**config.mk**
```make
export PLATFORM = sky130hd
export DESIGN_NAME = fetch_stage
export DESIGN_NICKNAME = d
export VERILOG_FILES = /design/src/rtl/fetch_stage.sv
export SDC_FILE = /design/constraint.sdc
export NUM_CORES = 1
export LEC_CHECK = 0
export BUFFER_PORTS_ARGS = -buffer_cell sky130_fd_sc_hd__buf_2
export CAP_MARGIN = 20
export CORE_MARGIN = 4
export CORE_UTILIZATION = 50
export DETAILED_ROUTE_END_ITERATION = 6
export PLACE_DENSITY = 0.79
export SYNTH_ARGS = -nofsm -noshare
export SYNTH_HDL_FRONTEND = slang
export SYNTH_SLANG_ARGS = --single-unit
```
**constraint.sdc**
```tcl
create_clock -name clk -period 7.9 [get_ports clk]
set_clock_uncertainty 0.05 [all_clocks]
set_input_delay 1.58 -clock clk [delete_from_list [all_inputs] [get_ports clk]]
set_output_delay 1.58 -clock clk [all_outputs]
set_load 0.03 [all_outputs]
```
**src/rtl/fetch_stage.sv**
```systemverilog
// Instruction fetch stage: PC register, next-PC selection and IF/ID pipeline register.
// Define BRANCH_DELAY_SLOT_EN to let the sequential instruction after a taken branch execute.
module fetch_stage #(
  parameter logic [31:0] RESET_PC = 32'h0000_3000,
  parameter logic [31:0] NOP_WORD = 32'h0000_0000
) (
  input  logic        clk,
  input  logic        reset,
  input  logic        stall,
  input  logic        br_taken,
  input  logic [31:0] br_target,
  input  logic [31:0] instr_in,
  output logic [31:0] pc_f,
  output logic [31:0] instr_d,
  output logic [31:0] pc_d,
  output logic [31:0] pc4_d,
  output logic        valid_d,
  output logic [31:0] fetch_cnt
);

  logic [31:0] pc_plus4;
  logic [31:0] pc_next;
  logic        capture_valid;

  assign pc_plus4 = pc_f + 32'd4;

  // Stall outranks a redirect; decode re-presents the branch once the stall clears.
  always_comb begin
    pc_next = pc_plus4;
    if (stall)
      pc_next = pc_f;
    else if (br_taken)
      pc_next = {br_target[31:2], 2'b00};
  end

`ifdef BRANCH_DELAY_SLOT_EN
  assign capture_valid = 1'b1;
`else
  assign capture_valid = ~br_taken;
`endif

  always_ff @(posedge clk or posedge reset) begin
    if (reset) begin
      pc_f <= RESET_PC;
    end else begin
      pc_f <= pc_next;
    end
  end

  // The IF/ID register holds whenever decode is stalled; a flushed slot keeps its PCs.
  always_ff @(posedge clk or posedge reset) begin
    if (reset) begin
      instr_d   <= NOP_WORD;
      pc_d      <= '0;
      pc4_d     <= '0;
      valid_d   <= 1'b0;
      fetch_cnt <= '0;
    end else if (!stall) begin
      pc_d    <= pc_f;
      pc4_d   <= pc_plus4;
      valid_d <= capture_valid;
      if (capture_valid) begin
        instr_d   <= instr_in;
        fetch_cnt <= fetch_cnt + 32'd1;
      end else begin
        instr_d <= NOP_WORD;
      end
    end
  end

endmodule
```
Yosys cells after proc, flatten, opt, wreduce, memory -nomap -nowiden
Cells that the tools add are included.
{"block": "word_totals", "register_bits": 161, "input_bits": 68, "out_inout_bits": 161}
{"block": "classes", "addsub": 2, "mux": 2, "bitwise_logic": 2, "n_reduce_logical": 1}
{"cell": "$mux W32", "count": 2}
{"cell": "$add A32 B1 Y32 const B", "count": 1}
{"cell": "$add A32 B3 Y32 const B", "count": 1}
{"cell": "$not A1 Y1", "count": 2}
{"cell": "$reduce_and A2 Y1", "count": 1}

Longest topological paths before layout
{"block": "logic_depth", "word_depth": 2, "depth_mapped": 8}

Worst setup path after synthesis
No wires, ideal clock.
{"block": "synth_timing", "path_type": "input port to flip-flop", "start": "input port stall", "end": "register fetch_cnt[31]", "setup_time_ps": 133, "arrival_ps": 3107, "required_ps": 7717, "setup_slack_ps": 4611, "stages": 6, "n_path_buf": 2, "cell_sequence": "clkbuf_1 or3b_1 clkbuf_1 nor4_1 nand4_1 xnor2_1"}
{"block": "synth_between", "elab_chain_cells": 2}
{"item": "start, declared", "line": "9", "rtl": "input logic stall,"}
{"item": "$not A1 Y1 (no source line)"}
{"item": "$reduce_and A2 Y1 (no source line)"}
{"item": "end signal, assigned", "line": "64", "rtl": "fetch_cnt <= fetch_cnt + 32'd1;"}
{"item": "end, declared", "line": "18", "rtl": "output logic [31:0] fetch_cnt"}
No other way between the ends.
A chain may end at the register's enable or synchronous reset.

==> flow_metrics.py <==
metrics = {
    "status": {
        "status": "completed",
    },
    "routing": {
        "wl_per_cell_um": 17.74,
        "drcViolationCount": 0,
        "ant_nets": 0,
        "first_pass_iters": 5,
        "drt-initial-drc-count": 557,
        "num_vias": 6170,
        "detail_route.wirelength_um": 18820,
        "post_drt_via_cell_ratio": 5.815,
    },
    "clock_network": {
        "clock_sinks": 155,
        "clockBufferDepth": 2,
        "insertion_delay_ns": 0.42,
        "cts-hold-fix-buffers": 0,
        "cts_buffers": 17,
        "path_clk_slew_ns": 0.06,
        "ctsHtreeMaxLevel": 4,
        "cts_tree": "yes",
        "cts_root_buf": "clkbuf_16",
        "cts_resized": 0,
        "cts_setup_buffers": 0,
    },
    "timing": {
        "post-route-period-util": 0.4828,
        "worst_slew_pin_slew_ns": 0.9468,
        "hold_viol": 0,
        "tns_ns": 0,
        "timing.fmax_mhz": 262.2,
        "rsz0062_at_grt": "false",
        "drv_slew": 0,
        "setup_viol": 0,
        "slew_headroom": 0.3688,
        "min_period_ns": 3.814,
    },
    "synth": {
        "ys_ff_latch": 155,
        "ys_warn_count": 0,
        "synth_area_leaders": "dfrtp_1 (53%), xnor2_1 (4.5%), a22o_1 (4.3%)",
        "avgSynthCellArea_sq_um": 10.54,
        "syn-cell-area_sq_um": 7198,
        "yosys.cell_types.count": 49,
        "ys.flop_type": "dfrtp_1",
        "yosys-top-cells-count": "dfrtp_1 (153), nand2_1 (61), clkbuf_1 (44)",
        "netlist_instances": 683,
        "async_flop_share": 1.000,
        "synth_area_leader_cell": "dfrtp_1",
        "synth_seq_area_share": 0.5392,
        "synth_top_area_share": 0.5319,
        "synth_edf_count": 0,
        "yosysMostFrequentCell": "dfrtp_1",
    },
    "global_routing": {
        "grt_pass1_vias": 5672,
        "grt-ovfl-total": 0,
        "gr-usage-met3": 0.05583,
        "grt_antenna_before_repair": 2,
        "grt_usage": 0.2307,
        "grt_first_pass_wirelength_um": 29920,
        "grt_max_degree": 95,
        "met1_usage": 0.3248,
        "busiest_layer": "met2",
        "grt_util_met2": 0.3540,
    },
    "final_layout": {
        "finalNonFillerCells": 1061,
        "drive_gt1_frac": 0.3205,
        "area_growth_pct": 24.47,
        "fin_nets": 938,
    },
    "placed_design": {
        "place.port_buffers": 220,
        "hpwl_um": 12830,
        "dp_cells": 1029,
        "place.gp.congestion": 0.8022,
    },
    "power_and_ir_drop": {
        "cellPowerDensity_nw_per_um2": 271.4,
        "ir_drop_mv": 0.1532,
        "p_leak_nw": 4.254,
    },
    "floorplan": {
        "die_y_um": 128.0,
        "initial_utilization": 0.5146,
        "fp.dieW_um": 128.0,
        "io_pins": 229,
        "die_area_sq_um": 16380,
        "core_area_sq_um": 13990,
        "rows": 43,
    },
    "setup_path": {
        "crit_top_cell": "buf_4",
        "crit_required_ns": 8.15,
        "cp_cell_sequence": "buf_4 -> buf_4 -> nor2_1 -> buf_4 -> a22o_1 -> a211o_1",
        "worst_ep_arrival_time_ns": 4.07,
        "critPathKind": "input port to register",
        "critPathCaptureType": "register",
        "start_kind": "input port",
        "path_max_fanout": 94,
        "worstRegToRegCells": 5,
        "cp_slowest_cell": "buf_4",
        "slowest_delay_ns": 0.69,
    },
    "run": {
        "maxCapViolations": 0,
    },
    "min_path": {
        "whs_path_depth": 1,
        "holdCritPathClass": "register to register",
    },
}
==> cell usage in the layout, fill, tap and decap left out, types with 7 or more instances in the layout <==
cell / count
o211ai_1: 9
dfrtp_1: 153
nor3_1: 10
nand2_1: 61
xnor2_1: 37
o31ai_1: 8
a21o_1: 8
or4_1: 9
and3_1: 11
nor2b_1: 10
a31oi_1: 7
a22oi_1: 16
a221o_1: 9
nor4_1: 11
nand3_1: 33
nand4_1: 28
a22o_1: 35
buf_2: 220
a21oi_1: 11
o21ai_0: 36
clkbuf_16: 17
nor2_1: 29
mux2_2: 19
and4_1: 9
==> flip-flops by register name, summed over array words and instances, names as in the netlist <==
register   cells
fetch_cnt     32
valid_d        1
pc_d          30
pc4_d         30
instr_d       32
pc_f          30
==> final timing paths <==
kind                               start            end  slack [ns]
min reg2reg                fetch_cnt[31]  fetch_cnt[31]        0.42
max                                stall       pc_f[31]        4.09
max reg2reg                      pc_f[2]       pc_f[30]        4.95
max in group asynchronous          reset      pc4_d[26]        5.14
min in group asynchronous          reset     instr_d[7]        1.25
min                        fetch_cnt[31]  fetch_cnt[31]        0.42
==> where the power goes <==
group	internal (mW)	switching [mW]
Sequential	0.897	0.109
Clock	0.561	0.310
Combinational	0.179	0.376
Total	1.64	0.795
==> per-layer routing <==
metal / routed length [um] / part of all wire / vias up
li1: - / - / 2889
met1: 8280 / 0.44 / 3036
met2: 8930 / 0.47 / 220
met3: 1333 / 0.071 / 23
met4: 265 / 0.014 / 2
met5: 7 / 0.00037 / -
==> worst max-delay path: cells and delay by family <==
kind                   cells  cell delay (ns)
buffers and inverters      3             1.62
AND/OR/NAND/NOR            1             0.35
AO/OA/AOI/OAI              2             0.46
==> per-stage QoR <==
stage / hold slack [ns] / cell area, sq um / setup slack, ns / power [mW] / utilization
after detailed placement: 0.4134 / 8328 / 3.644 / 1.576 / 0.5953
final: 0.4231 / 8960 / 4.086 / 2.431 / 0.6405
after global placement: 0.4088 / 8323 / 3.681 / 1.562 / 0.5950
after floorplan: 0.5262 / 7217 / 2.095 / 1.396 / -
after global routing: 0.4458 / 8960 / 3.911 / 2.548 / 0.6405
after CTS: 0.4234 / 8957 / 4.089 / 2.452 / 0.6403
==> layout make-up <==
class,instances,area [sq um]
Tap cell,180,225.2
Fill cell,1171,5029
Clock inverter,6,133.9
Timing Repair Buffer,226,1146
Clock buffer,25,495.5
Sequential cell,155,3881
Antenna cell,1,2.502
Multi-Input combinational cell,461,3044
Inverter,7,31.28
==> cells by family after synthesis <==
kind of cell	synth area share
adders and majority gates	0.003476
muxes	0.03111
other	0.0005210
and+or+nand+nor	0.1716
DFF	0.5392
buffers and inverters	0.04172
xor gates and xnor gates	0.05232
AOI/OAI and AO/OA	0.1601
Power figures use the tool's default switching activity.
